$ cat src/rtl/mc_ctrl_pkg.sv
// mc_ctrl_pkg
// Shared definitions for the multicycle MIPS control sequencer: state
// encoding, opcode/funct constants, ALU control codes, mux select codes
// and the per-state control word used by mc_control_fsm.
package mc_ctrl_pkg;

    typedef enum logic [3:0] {
        FETCH    = 4'd0,
        DECODE   = 4'd1,
        MEMADR   = 4'd2,
        MEMREAD  = 4'd3,
        MEMWB    = 4'd4,
        MEMWRITE = 4'd5,
        EXECUTE  = 4'd6,
        ALUWB    = 4'd7,
        BRANCH   = 4'd8,
        ADDIEX   = 4'd9,
        ADDIWB   = 4'd10,
        JUMP     = 4'd11
    } state_t;

    localparam logic [5:0] OP_RTYPE = 6'b000000;
    localparam logic [5:0] OP_LW    = 6'b100011;
    localparam logic [5:0] OP_SW    = 6'b101011;
    localparam logic [5:0] OP_BEQ   = 6'b000100;
    localparam logic [5:0] OP_ADDI  = 6'b001000;
    localparam logic [5:0] OP_J     = 6'b000010;

    localparam logic [5:0] FN_ADD = 6'b100000;
    localparam logic [5:0] FN_SUB = 6'b100010;
    localparam logic [5:0] FN_AND = 6'b100100;
    localparam logic [5:0] FN_OR  = 6'b100101;
    localparam logic [5:0] FN_SLT = 6'b101010;

    localparam logic [2:0] ALU_ADD  = 3'b010;
    localparam logic [2:0] ALU_SUB  = 3'b110;
    localparam logic [2:0] ALU_AND  = 3'b000;
    localparam logic [2:0] ALU_OR   = 3'b001;
    localparam logic [2:0] ALU_SLT  = 3'b111;
    localparam logic [2:0] ALU_NONE = 3'b000;

    localparam logic [1:0] SRCB_RT     = 2'b00;
    localparam logic [1:0] SRCB_FOUR   = 2'b01;
    localparam logic [1:0] SRCB_IMM    = 2'b10;
    localparam logic [1:0] SRCB_IMM_SH = 2'b11;

    localparam logic [1:0] PCSRC_ALU    = 2'b00;
    localparam logic [1:0] PCSRC_ALUOUT = 2'b01;
    localparam logic [1:0] PCSRC_JUMP   = 2'b10;

    typedef struct packed {
        logic       pc_write;
        logic       branch;
        logic       iord;
        logic       mem_write;
        logic       ir_write;
        logic       reg_dst;
        logic       mem_to_reg;
        logic       reg_write;
        logic       alu_src_a;
        logic [1:0] alu_src_b;
        logic [1:0] pc_src;
        logic       instr_done;
    } ctrl_t;

    // Control word for a state; anything not set here stays 0.
    function automatic ctrl_t state_ctrl(input state_t s);
        ctrl_t c;
        c = '0;
        case (s)
            FETCH: begin
                c.ir_write  = 1'b1;
                c.alu_src_b = SRCB_FOUR;
                c.pc_src    = PCSRC_ALU;
                c.pc_write  = 1'b1;
            end
            DECODE:   c.alu_src_b = SRCB_IMM_SH;
            MEMADR: begin
                c.alu_src_a = 1'b1;
                c.alu_src_b = SRCB_IMM;
            end
            MEMREAD:  c.iord = 1'b1;
            MEMWB: begin
                c.mem_to_reg = 1'b1;
                c.reg_write  = 1'b1;
                c.instr_done = 1'b1;
            end
            MEMWRITE: begin
                c.iord       = 1'b1;
                c.mem_write  = 1'b1;
                c.instr_done = 1'b1;
            end
            EXECUTE:  c.alu_src_a = 1'b1;
            ALUWB: begin
                c.reg_dst    = 1'b1;
                c.reg_write  = 1'b1;
                c.instr_done = 1'b1;
            end
            BRANCH: begin
                c.alu_src_a  = 1'b1;
                c.pc_src     = PCSRC_ALUOUT;
                c.branch     = 1'b1;
                c.instr_done = 1'b1;
            end
            ADDIEX: begin
                c.alu_src_a = 1'b1;
                c.alu_src_b = SRCB_IMM;
            end
            ADDIWB: begin
                c.reg_write  = 1'b1;
                c.instr_done = 1'b1;
            end
            JUMP: begin
                c.pc_src     = PCSRC_JUMP;
                c.pc_write   = 1'b1;
                c.instr_done = 1'b1;
            end
            default: c = '0;
        endcase
        return c;
    endfunction

    function automatic logic opcode_legal(input logic [5:0] op);
        return (op == OP_RTYPE) || (op == OP_LW) || (op == OP_SW) ||
               (op == OP_BEQ) || (op == OP_ADDI) || (op == OP_J);
    endfunction

endpackage

$ cat src/rtl/mc_control_fsm_if.sv
// mc_control_fsm_if
// Bundle between the multicycle controller and the datapath.
//   master : controller side (drives selects/enables, sees IR fields and flags)
//   slave  : datapath side
// Inputs to the controller: opcode, funct, zero, mem_ready.
// Outputs from the controller: pc_en, iord, mem_write, ir_write, reg_dst,
//   mem_to_reg, reg_write, alu_src_a, alu_src_b, pc_src, alu_control,
//   illegal_op, instr_done.
interface mc_control_fsm_if;
    logic [5:0] opcode;
    logic [5:0] funct;
    logic       zero;
    logic       mem_ready;

    logic       pc_en;
    logic       iord;
    logic       mem_write;
    logic       ir_write;
    logic       reg_dst;
    logic       mem_to_reg;
    logic       reg_write;
    logic       alu_src_a;
    logic [1:0] alu_src_b;
    logic [1:0] pc_src;
    logic [2:0] alu_control;
    logic       illegal_op;
    logic       instr_done;

    modport master (
        input  opcode, funct, zero, mem_ready,
        output pc_en, iord, mem_write, ir_write, reg_dst, mem_to_reg,
               reg_write, alu_src_a, alu_src_b, pc_src, alu_control,
               illegal_op, instr_done
    );

    modport slave (
        output opcode, funct, zero, mem_ready,
        input  pc_en, iord, mem_write, ir_write, reg_dst, mem_to_reg,
               reg_write, alu_src_a, alu_src_b, pc_src, alu_control,
               illegal_op, instr_done
    );
endinterface

$ cat src/rtl/mc_alu_decoder.sv
// mc_alu_decoder
// Combinational ALU operation select for a given controller state.
//   state       in  state the ALU op is needed for
//   funct       in  IR[5:0], consulted only for EXECUTE
//   alu_control out 3-bit ALU operation code
module mc_alu_decoder
    import mc_ctrl_pkg::*;
(
    input  state_t     state,
    input  logic [5:0] funct,
    output logic [2:0] alu_control
);

    always_comb begin
        alu_control = ALU_NONE;
        case (state)
            FETCH, DECODE, MEMADR, ADDIEX: alu_control = ALU_ADD;
            BRANCH:                        alu_control = ALU_SUB;
            EXECUTE: begin
                case (funct)
                    FN_ADD:  alu_control = ALU_ADD;
                    FN_SUB:  alu_control = ALU_SUB;
                    FN_AND:  alu_control = ALU_AND;
                    FN_OR:   alu_control = ALU_OR;
                    FN_SLT:  alu_control = ALU_SLT;
                    default: alu_control = ALU_ADD;
                endcase
            end
            default: alu_control = ALU_NONE;
        endcase
    end

endmodule

$ cat src/rtl/mc_control_fsm.sv
// mc_control_fsm
// Moore sequencer for the multicycle MIPS datapath. Walks each instruction
// through fetch/decode/execute/memory/write-back and drives every datapath
// select and write enable from registered state-decoded outputs.
//   clk  in  system clock, rising edge
//   rst  in  asynchronous active-low reset
//   bus  master modport of mc_control_fsm_if (IR fields, flags, controls)
// Build option: MC_CTRL_MEM_WAIT_EN makes FETCH, MEMREAD and MEMWRITE hold
// until mem_ready; otherwise mem_ready is ignored.
//
// state    | meaning
// FETCH    | read instruction at PC into IR, PC <= PC + 4
// DECODE   | branch target into ALUOut, dispatch on opcode
// MEMADR   | ALU computes rs + imm for lw/sw
// MEMREAD  | read data memory at ALUOut
// MEMWB    | MDR -> rt
// MEMWRITE | write rt to memory at ALUOut
// EXECUTE  | R-type ALU operation rs op rt
// ALUWB    | ALUOut -> rd
// BRANCH   | compare rs - rt, PC <= ALUOut if zero
// ADDIEX   | ALU computes rs + imm
// ADDIWB   | ALUOut -> rt
// JUMP     | PC <= jump target
module mc_control_fsm
    import mc_ctrl_pkg::*;
(
    input  logic               clk,
    input  logic               rst,
    mc_control_fsm_if.master   bus
);

    state_t     state;
    state_t     state_next;
    state_t     target;
    logic       active;
    ctrl_t      ctrl_q;
    logic [2:0] alu_q;
    logic [2:0] alu_next;
    logic       mem_done;
    logic       mem_gate;
    logic       illegal_dec;

`ifdef MC_CTRL_MEM_WAIT_EN
    assign mem_done = bus.mem_ready;
`else
    logic mem_ready_unused;
    assign mem_ready_unused = bus.mem_ready;
    assign mem_done         = 1'b1;
`endif

    always_comb begin
        state_next = state;
        case (state)
            FETCH:    if (mem_done) state_next = DECODE;
            DECODE: begin
                case (bus.opcode)
                    OP_LW, OP_SW: state_next = MEMADR;
                    OP_RTYPE:     state_next = EXECUTE;
                    OP_BEQ:       state_next = BRANCH;
                    OP_ADDI:      state_next = ADDIEX;
                    OP_J:         state_next = JUMP;
                    default:      state_next = FETCH;
                endcase
            end
            MEMADR:   state_next = (bus.opcode == OP_SW) ? MEMWRITE : MEMREAD;
            MEMREAD:  if (mem_done) state_next = MEMWB;
            MEMWRITE: if (mem_done) state_next = FETCH;
            EXECUTE:  state_next = ALUWB;
            ADDIEX:   state_next = ADDIWB;
            MEMWB, ALUWB, ADDIWB, BRANCH, JUMP: state_next = FETCH;
            default:  state_next = FETCH;
        endcase
    end

    // The first edge after reset release only loads the FETCH output word,
    // so the first real FETCH cycle follows that edge.
    assign target = active ? state_next : state;

    mc_alu_decoder u_alu_decoder (
        .state       (target),
        .funct       (bus.funct),
        .alu_control (alu_next)
    );

    always_ff @(posedge clk or negedge rst) begin
        if (!rst) begin
            state  <= FETCH;
            active <= 1'b0;
            ctrl_q <= '0;
            alu_q  <= ALU_NONE;
        end else begin
            active <= 1'b1;
            state  <= target;
            ctrl_q <= state_ctrl(target);
            alu_q  <= alu_next;
        end
    end

    // Memory-facing strobes and completion only count in the mem_ready cycle
    // of a waiting state; mem_write itself stays high across the hold.
    assign mem_gate    = ((state == FETCH) || (state == MEMWRITE)) ? mem_done : 1'b1;
    assign illegal_dec = (state == DECODE) && !opcode_legal(bus.opcode);

    assign bus.pc_en       = (ctrl_q.pc_write & mem_gate) | (ctrl_q.branch & bus.zero);
    assign bus.iord        = ctrl_q.iord;
    assign bus.mem_write   = ctrl_q.mem_write;
    assign bus.ir_write    = ctrl_q.ir_write & mem_gate;
    assign bus.reg_dst     = ctrl_q.reg_dst;
    assign bus.mem_to_reg  = ctrl_q.mem_to_reg;
    assign bus.reg_write   = ctrl_q.reg_write;
    assign bus.alu_src_a   = ctrl_q.alu_src_a;
    assign bus.alu_src_b   = ctrl_q.alu_src_b;
    assign bus.pc_src      = ctrl_q.pc_src;
    assign bus.alu_control = alu_q;
    assign bus.illegal_op  = illegal_dec;
    assign bus.instr_done  = (ctrl_q.instr_done & mem_gate) | illegal_dec;

endmodule

$ cat src/flat_wrapper.sv
// flat-port wrapper written by rule: the top's interface ports become plain ports
module mc_control_fsm_flat import mc_ctrl_pkg::*;
  (clk, rst, bus_opcode, bus_funct, bus_zero, bus_mem_ready, bus_pc_en, bus_iord, bus_mem_write, bus_ir_write, bus_reg_dst, bus_mem_to_reg, bus_reg_write, bus_alu_src_a, bus_alu_src_b, bus_pc_src, bus_alu_control, bus_illegal_op, bus_instr_done);
  mc_control_fsm_if bus_i ();
  input  logic clk;
  input  logic rst;
  input wire logic [$bits(bus_i.opcode)-1:0] bus_opcode;
  input wire logic [$bits(bus_i.funct)-1:0] bus_funct;
  input wire logic [$bits(bus_i.zero)-1:0] bus_zero;
  input wire logic [$bits(bus_i.mem_ready)-1:0] bus_mem_ready;
  output wire logic [$bits(bus_i.pc_en)-1:0] bus_pc_en;
  output wire logic [$bits(bus_i.iord)-1:0] bus_iord;
  output wire logic [$bits(bus_i.mem_write)-1:0] bus_mem_write;
  output wire logic [$bits(bus_i.ir_write)-1:0] bus_ir_write;
  output wire logic [$bits(bus_i.reg_dst)-1:0] bus_reg_dst;
  output wire logic [$bits(bus_i.mem_to_reg)-1:0] bus_mem_to_reg;
  output wire logic [$bits(bus_i.reg_write)-1:0] bus_reg_write;
  output wire logic [$bits(bus_i.alu_src_a)-1:0] bus_alu_src_a;
  output wire logic [$bits(bus_i.alu_src_b)-1:0] bus_alu_src_b;
  output wire logic [$bits(bus_i.pc_src)-1:0] bus_pc_src;
  output wire logic [$bits(bus_i.alu_control)-1:0] bus_alu_control;
  output wire logic [$bits(bus_i.illegal_op)-1:0] bus_illegal_op;
  output wire logic [$bits(bus_i.instr_done)-1:0] bus_instr_done;
  assign bus_i.opcode = bus_opcode;
  assign bus_i.funct = bus_funct;
  assign bus_i.zero = bus_zero;
  assign bus_i.mem_ready = bus_mem_ready;
  assign bus_pc_en = bus_i.pc_en;
  assign bus_iord = bus_i.iord;
  assign bus_mem_write = bus_i.mem_write;
  assign bus_ir_write = bus_i.ir_write;
  assign bus_reg_dst = bus_i.reg_dst;
  assign bus_mem_to_reg = bus_i.mem_to_reg;
  assign bus_reg_write = bus_i.reg_write;
  assign bus_alu_src_a = bus_i.alu_src_a;
  assign bus_alu_src_b = bus_i.alu_src_b;
  assign bus_pc_src = bus_i.pc_src;
  assign bus_alu_control = bus_i.alu_control;
  assign bus_illegal_op = bus_i.illegal_op;
  assign bus_instr_done = bus_i.instr_done;
  mc_control_fsm u_core (.clk(clk), .rst(rst), .bus(bus_i));
endmodule
$ cat config.mk
export PLATFORM = sky130hd
export DESIGN_NAME = mc_control_fsm_flat
export DESIGN_NICKNAME = d
export VERILOG_FILES = /design/src/rtl/mc_ctrl_pkg.sv /design/src/rtl/mc_control_fsm_if.sv /design/src/rtl/mc_alu_decoder.sv /design/src/rtl/mc_control_fsm.sv /design/src/flat_wrapper.sv
export SDC_FILE = /design/constraint.sdc
export NUM_CORES = 1
export LEC_CHECK = 0
export BUFFER_PORTS_ARGS = -buffer_cell sky130_fd_sc_hd__buf_2
export CELL_PAD_IN_SITES_DETAIL_PLACEMENT = 0
export CELL_PAD_IN_SITES_GLOBAL_PLACEMENT = 1
export CORE_ASPECT_RATIO = 1.4
export CORE_UTILIZATION = 33
export DETAILED_ROUTE_END_ITERATION = 10
export GPL_TIMING_DRIVEN = 0
export HOLD_SLACK_MARGIN = 0.08
export PLACE_DENSITY_LB_ADDON = 0.1
export SLEW_MARGIN = 20
export SYNTH_ARGS = -nofsm -noshare
export SYNTH_HDL_FRONTEND = slang
export SYNTH_SLANG_ARGS = --single-unit
$ cat constraint.sdc
create_clock -name clk -period 1.5 [get_ports clk]
set_input_delay 0.3 -clock clk [delete_from_list [all_inputs] [get_ports clk]]
set_output_delay 0.3 -clock clk [all_outputs]
set_load 0.01 [all_outputs]
After elaboration in Yosys (flattened, before gate mapping)
Cells that the tools add are included.
Operators by class
  equal/unequal tests: 25
  muxes and demuxes: 18
  bitwise operators: 3
  reduce and logical (&&, ||, !) cells: 18
Operators by type and width (number)
  equality test 6 bit, second input constant: 6
  one-hot mux 4 bit (6 select lines): 1
  equality test 4 x 3 -> 1 bit, second input constant: 5
  equality test 4 bit, second input constant: 5
  one-hot mux 4 bit (5 select lines): 1
  equality test 4 x 2 -> 1 bit, second input constant: 4
  one-hot mux 3 bit (4 select lines): 1
  two-way mux 1 bit: 10
  one-hot mux 3 bit (3 select lines): 1
  equality test 4 x 1 -> 1 bit, second input constant: 2
  logical NOT 4 bit: 2
  OR reduction 2 bit: 4
  OR reduction 4 bit: 2
  equality test 6 x 2 -> 1 bit, second input constant: 1
  equality test 6 x 3 -> 1 bit, second input constant: 1
  equality test 6 x 4 -> 1 bit, second input constant: 1
  logical NOT 6 bit: 1
  one-hot mux 2 bit (3 select lines): 1
  OR reduction 6 bit: 1
  logical OR 1 bit: 5
  two-way mux 4 bit: 1
  one-hot mux 2 bit (2 select lines): 1
  two-way mux 3 bit: 1
  OR reduction 3 bit: 1
  other kinds (4): 5
Storage, ports and cells
  register bits after elaboration: 22
  bits of input ports: 16
  output and inout bits: 17
  logic and storage cells: 79

Depth between registers and ports, before layout
  depth in word-level cells: 9
  mapped depth: 8
  mapped depth without buffers: 7

Hierarchy
A second synthesis with hierarchy kept.
Second synthesis, totals
  cell total of the unflattened synthesis: 107
  area, all modules: 1111.1 sq um
By module, submodules not included
  mc_control_fsm: instances 1, cells each 96, area an instance 1009.7 sq um, sequential area each 525.5 sq um
  mc_alu_decoder: instances 1, cells each 11, area an instance 101.3 sq um, sequential area each 0.0 sq um

Worst setup path after synthesis
OpenSTA, ideal clock, no wires.
  path kind: input-to-output
  from: in bus_opcode[3]
  to: out bus_instr_done
  arrival: 1.305 ns
  data required time: 1.200 ns
  path slack: -0.105 ns
  stages on the path: 6
  buffers on the path: 1
  cells stage by stage: buf_6 -> xor2_1 -> o211ai_1 -> nand2_1 -> nor3_1 -> or2_2
Between the ends
  cells in the longest elaborated chain, start to end: 9
  elaborated cells between the ends (all ways): 14
  classes of those cells: eq/ne (5); bitwise (1); reduce/logical (8)
RTL lines
  start, declared: RTL line flat_wrapper.sv:7  | input wire logic [$bits(bus_i.opcode)-1:0] bus_opcode;
  equality test 6 bit or logical NOT 6 bit (tied branches): RTL line mc_ctrl_pkg.sv:124  | return (op == OP_RTYPE) || (op == OP_LW) || (op == OP_SW) ||
  logical OR 1 bit (3 in a row): RTL line mc_ctrl_pkg.sv:124
  logical OR 1 bit: RTL line mc_ctrl_pkg.sv:125  | (op == OP_BEQ) || (op == OP_ADDI) || (op == OP_J);
  logical OR 1 bit (*): RTL line mc_ctrl_pkg.sv:125
  logical NOT 1 bit (*): RTL line mc_control_fsm.sv:102  | assign illegal_dec = (state == DECODE) && !opcode_legal(bus.opcode);
  logical AND 1 bit (*): RTL line mc_control_fsm.sv:102
  net bus_illegal_op: RTL line flat_wrapper.sv:22  | output wire logic [$bits(bus_i.illegal_op)-1:0] bus_illegal_op;
  bitwise OR 1 bit (*): RTL line mc_control_fsm.sv:116  | assign bus.instr_done = (ctrl_q.instr_done & mem_gate) | illegal_dec;
  end, declared: RTL line flat_wrapper.sv:23  | output wire logic [$bits(bus_i.instr_done)-1:0] bus_instr_done;
The timed path passes the listed nets; every way through them passes the cells marked *.

Worst setup path in the final report
  from: reg u_core.state[1]
  to: reg u_core.ctrl_q[13] (netlist name)
Between the ends
  cells in the longest elaborated chain, start to end: 6
  elaborated cells between the ends (all ways): 12
  classes of those cells: eq/ne (6); mux (3); reduce/logical (3)
RTL lines
  start, declared: RTL line mc_control_fsm.sv:32  | state_t state;
  start signal, assigned: RTL line mc_control_fsm.sv:93  | state <= target;
  equality test 4 bit, or another cell as far along: RTL line mc_control_fsm.sv:53  | case (state)
  one-hot mux 4 bit (6 select lines) (*): RTL line mc_control_fsm.sv:53
  two-way mux 4 bit (*): RTL line mc_control_fsm.sv:77  | assign target = active ? state_next : state;
  net u_core.target[0]: RTL line mc_control_fsm.sv:34  | state_t target;
  equality test 4 bit or logical NOT 4 bit (tied branches): RTL line mc_ctrl_pkg.sv:70  | case (s)
  OR reduction 2 bit (no source line) (*)
  two-way mux 1 bit (*): RTL line mc_ctrl_pkg.sv:70
  end signal, assigned: RTL line mc_control_fsm.sv:94  | ctrl_q <= state_ctrl(target);
  end, declared: RTL line mc_control_fsm.sv:36  | ctrl_t ctrl_q;
Marks and branches as above.

==> summary.md <==
Summed over all cells, the static leakage comes to 0.8112 nW. For the initial antenna violation count, the log shows 0. Final hold analysis gives a worst-case slack of 0.3269 ns. The count of standard-cell rows was 23; the mean routed wirelength per cell was 14.30 µm. After detailed placement, the total cell area comes to 1256 µm². Clock tree synthesis found a total of 21 sinks. Setup repair after global routing could not meet its margin everywhere.

Number of cells in the design after placement: 176. Summing the areas of all fa, ha and maj instances in the mapped netlist gives 0% of the synthesized area. The final worst setup slack was -0.1516 ns. The highest fanout seen on the critical path is 6, and the share of layout cells above drive strength 1 is 63.91%. The detailed route wirelength on metal3 is 90 µm, and the count of boundary I/O pins is 33. The logs give 0 for the post-detailed-route DRC marker count and 1034 for the total number of vias. From bottom edge to top edge, the die measures 68.62 µm.

The global-route wire length before repair is 4567 µm, and the number of endpoints with negative hold slack in the final report is 0. The final layout contains 186 nets. For the number of max-cap violations, the log shows 0. Setup TNS after final layout: -1.159 ns. The repair_antennas step left the layout with diodes totalling 0. After detailed routing, the number of vias per cell comes to 5.019. The biggest area consumer among synthesized cells was dfrtp_1. The number of levels the H-tree was split into is 1. After synthesis, the largest family of logic cells by area is simple AND/OR/NAND/NOR gates.

A synthesized cell averages 9.596 µm². The share of the Yosys chip area taken by registers is 50.24%. The number of max-slew violations in the final report was 0.

The synthesized netlist contains 38 unique library cells. Measured against the total synthesized area, the mux share comes to 0%. For the overall power after layout, the log shows 3.065 mW. The path class of the lowest-slack min-delay path is in2reg. The share of the synthesized netlist area taken by xor and xnor gates is 2.512%, and the largest vdd supply drop is 1118 µV.

During placement, the flow inserted port buffers numbering 30. The worst path needs 1.652 ns of the cycle, external delays included. Buffers inserted during clock tree synthesis total 3. For the worst-skew pair, the clock arrives at the later sink with an insertion delay of 0.26 ns. Summed over all layers, the routed wires come to 2945 µm. By area the synthesized netlist is led by dfrtp_1, nor2_1, nand2_1, buf_4, a21oi_1. The area overhead of the layout relative to synthesis is 68.54%. STA classifies the critical path startpoint as a register. Setup violations remaining at the end of the flow were counted as 16. The area share of the largest cell type after synthesis works out to 50.24%.

The run gives 1.69 ns as the endpoint required time on the critical path. The run gives 35.64% as the initial standard-cell utilization of the core. The run finished, with violations left.

The routability congestion estimate from global placement is 0.7909, and the final non-filler cell area is 1763 µm². The register with the highest flop count was u_core.state. TritonCTS built the clock tree. The die covers 3402 µm². In the final routing, the length of wire on met1 measures 1017 µm. After layout, the worst path uses 110.1% of the clock period. The simple-gate area share of the yosys netlist was 24.16%; the clock input transition at the sequential cells of the worst setup and hold paths was 0.07 ns.

The final reports fail on negative setup slack. The first-pass iteration count of the detailed router was 4. Power spread over the standard cell area amounts to 1738 nW/µm². The run gives 18.01% as the global router's overall resource usage.

STA classifies the critical path endpoint as a register. The critical path is of the reg2reg type. Predominant post-synthesis flop cell: dfrtp_1.

The largest net degree at the start of global routing was 22. The logs give 1.84 ns for the data arrival at the endpoint of the critical path and -0.3999 ns for the worst setup slack after placement. The run gives 125 as the net count of the mapped netlist. In this run the top signal layer used is met4. The run gives 1031 as the number of global-route vias before repair. The region available for standard cell placement spans 2935 µm².

For the share of the core filled with cells, the log shows 60.06%. Setup slack on the worst reg-to-reg path comes out at -0.15 ns. The number of enable flip-flop cells after synthesis was 0; the buffer levels on the longest clock path was 2.

The post-synthesis instance area is 1046 µm². The fraction of registers with async set/reset is 100.0%. Once detailed placement completed, the half-perimeter wirelength came to 1813 µm.

Global routing finished with a remaining overflow of 0. The register with the most flip-flops in the layout has 4 of them. The number of fillers in the final layout was 266; the maximum achievable frequency was 0.6055 GHz.

Counting every instance in the synthesized netlist gives 109. The number of standard cells in the final layout excluding fillers is 206. Once detail routing completed, the nets flagged for antenna violations numbered 0. The clock tree root driver cell is clkbuf_8.

The DRC marker count from the first detailed-route iteration was 19. The compound-gate portion of the synthesized area is 15.91%. The horizontal die dimension is 49.58 µm, and the register bit total from synthesis is 21. The count of synthesis-stage warnings from yosys was 0; the met2 wirelength from detailed routing was 1757 µm.

The clock arrives with 0.001239 ns of skew.
path summary, 6_finish.rpt:
path,from,endpoint,cells after the start
max reg2reg,u_core.state[1],u_core.ctrl_q[13],7
max in group asynchronous,rst,u_core.state[3],2
min in group asynchronous,rst,u_core.bus.ir_write,2
max,u_core.state[1],u_core.ctrl_q[13],7
min,bus_funct[4],u_core.bus.alu_control[0],4
min reg2reg,u_core.state[0],u_core.state[0],2
timing repair:
item,in CTS,in global routing
pin swaps,18,15
setup endpoints to repair,15,18
gates resized for setup,31,35
hold buffers,1,0
hold endpoints to repair,21,0
buffers inserted,20,6
cell families after synthesis:
logic type / Yosys count
buffers and inverters: 11
DFF: 21
AOI/OAI and AO/OA: 23
xor gates and xnor gates: 3
other: 1
and+or+nand+nor: 50
report_power, final:
| group | total [mW] | internal [mW] | switching (mW) |
|---|---|---|---|
| clock | 0.362 | 0.185 | 0.177 |
| combinational | 1.87 | 0.937 | 0.934 |
| sequential | 0.832 | 0.731 | 0.101 |
worst max-delay path: stages (launching register included):
cell	delay (ns)
dfrtp_2	0.45
buf_4	0.15
nor2_1	0.11
o2bb2ai_1	0.12
a31o_2	0.16
inv_2	0.10
or3_1	0.37
a21oi_2	0.13
area by class of cell:
type                       instances  area, µm²  area share (%)
clock inverter                     1      5.005          0.2839
tap                               37      46.29           2.626
inverter                           5      23.77           1.348
sequential                        21      530.5           30.09
multi-input combinational         77      650.6           36.91
clock buffer                       3      41.29           2.342
buffer                             6      65.06           3.691
timing repair buffer              56      400.4           22.71
cell usage after synthesis (all sizes together), types with 2 or more instances:
master and number:
nor2b 2, nor2 13, nand4 3, nand3 5, a21oi 5, dfrtp 21
inv 5, buf 6, nor3b 3, nor3 5, xor2 2, a22oi 2
nand2 12, nor4 2, o21ai 6
layer usage:
layer,up-vias,global-route usage (%)
met5,-,0
met4,0,10.71
li1,499,-
met1,500,18.96
met3,7,1.974
met2,28,34.46
cells in the final DEF (no fill, tap or decap), types with 3 or more instances in the layout:
cell type  instances
nand2_1            7
nor2_4             5
buf_6             10
nor2_2             3
nand4_1            3
inv_2              3
dfrtp_2            4
clkbuf_8           3
buf_4             21
o21ai_1            3
nand2_2            4
buf_2             27
a21oi_2            3
nor2_1             5
dfrtp_1           17
nor3_2             3
(Power assumes the default switching activity.)
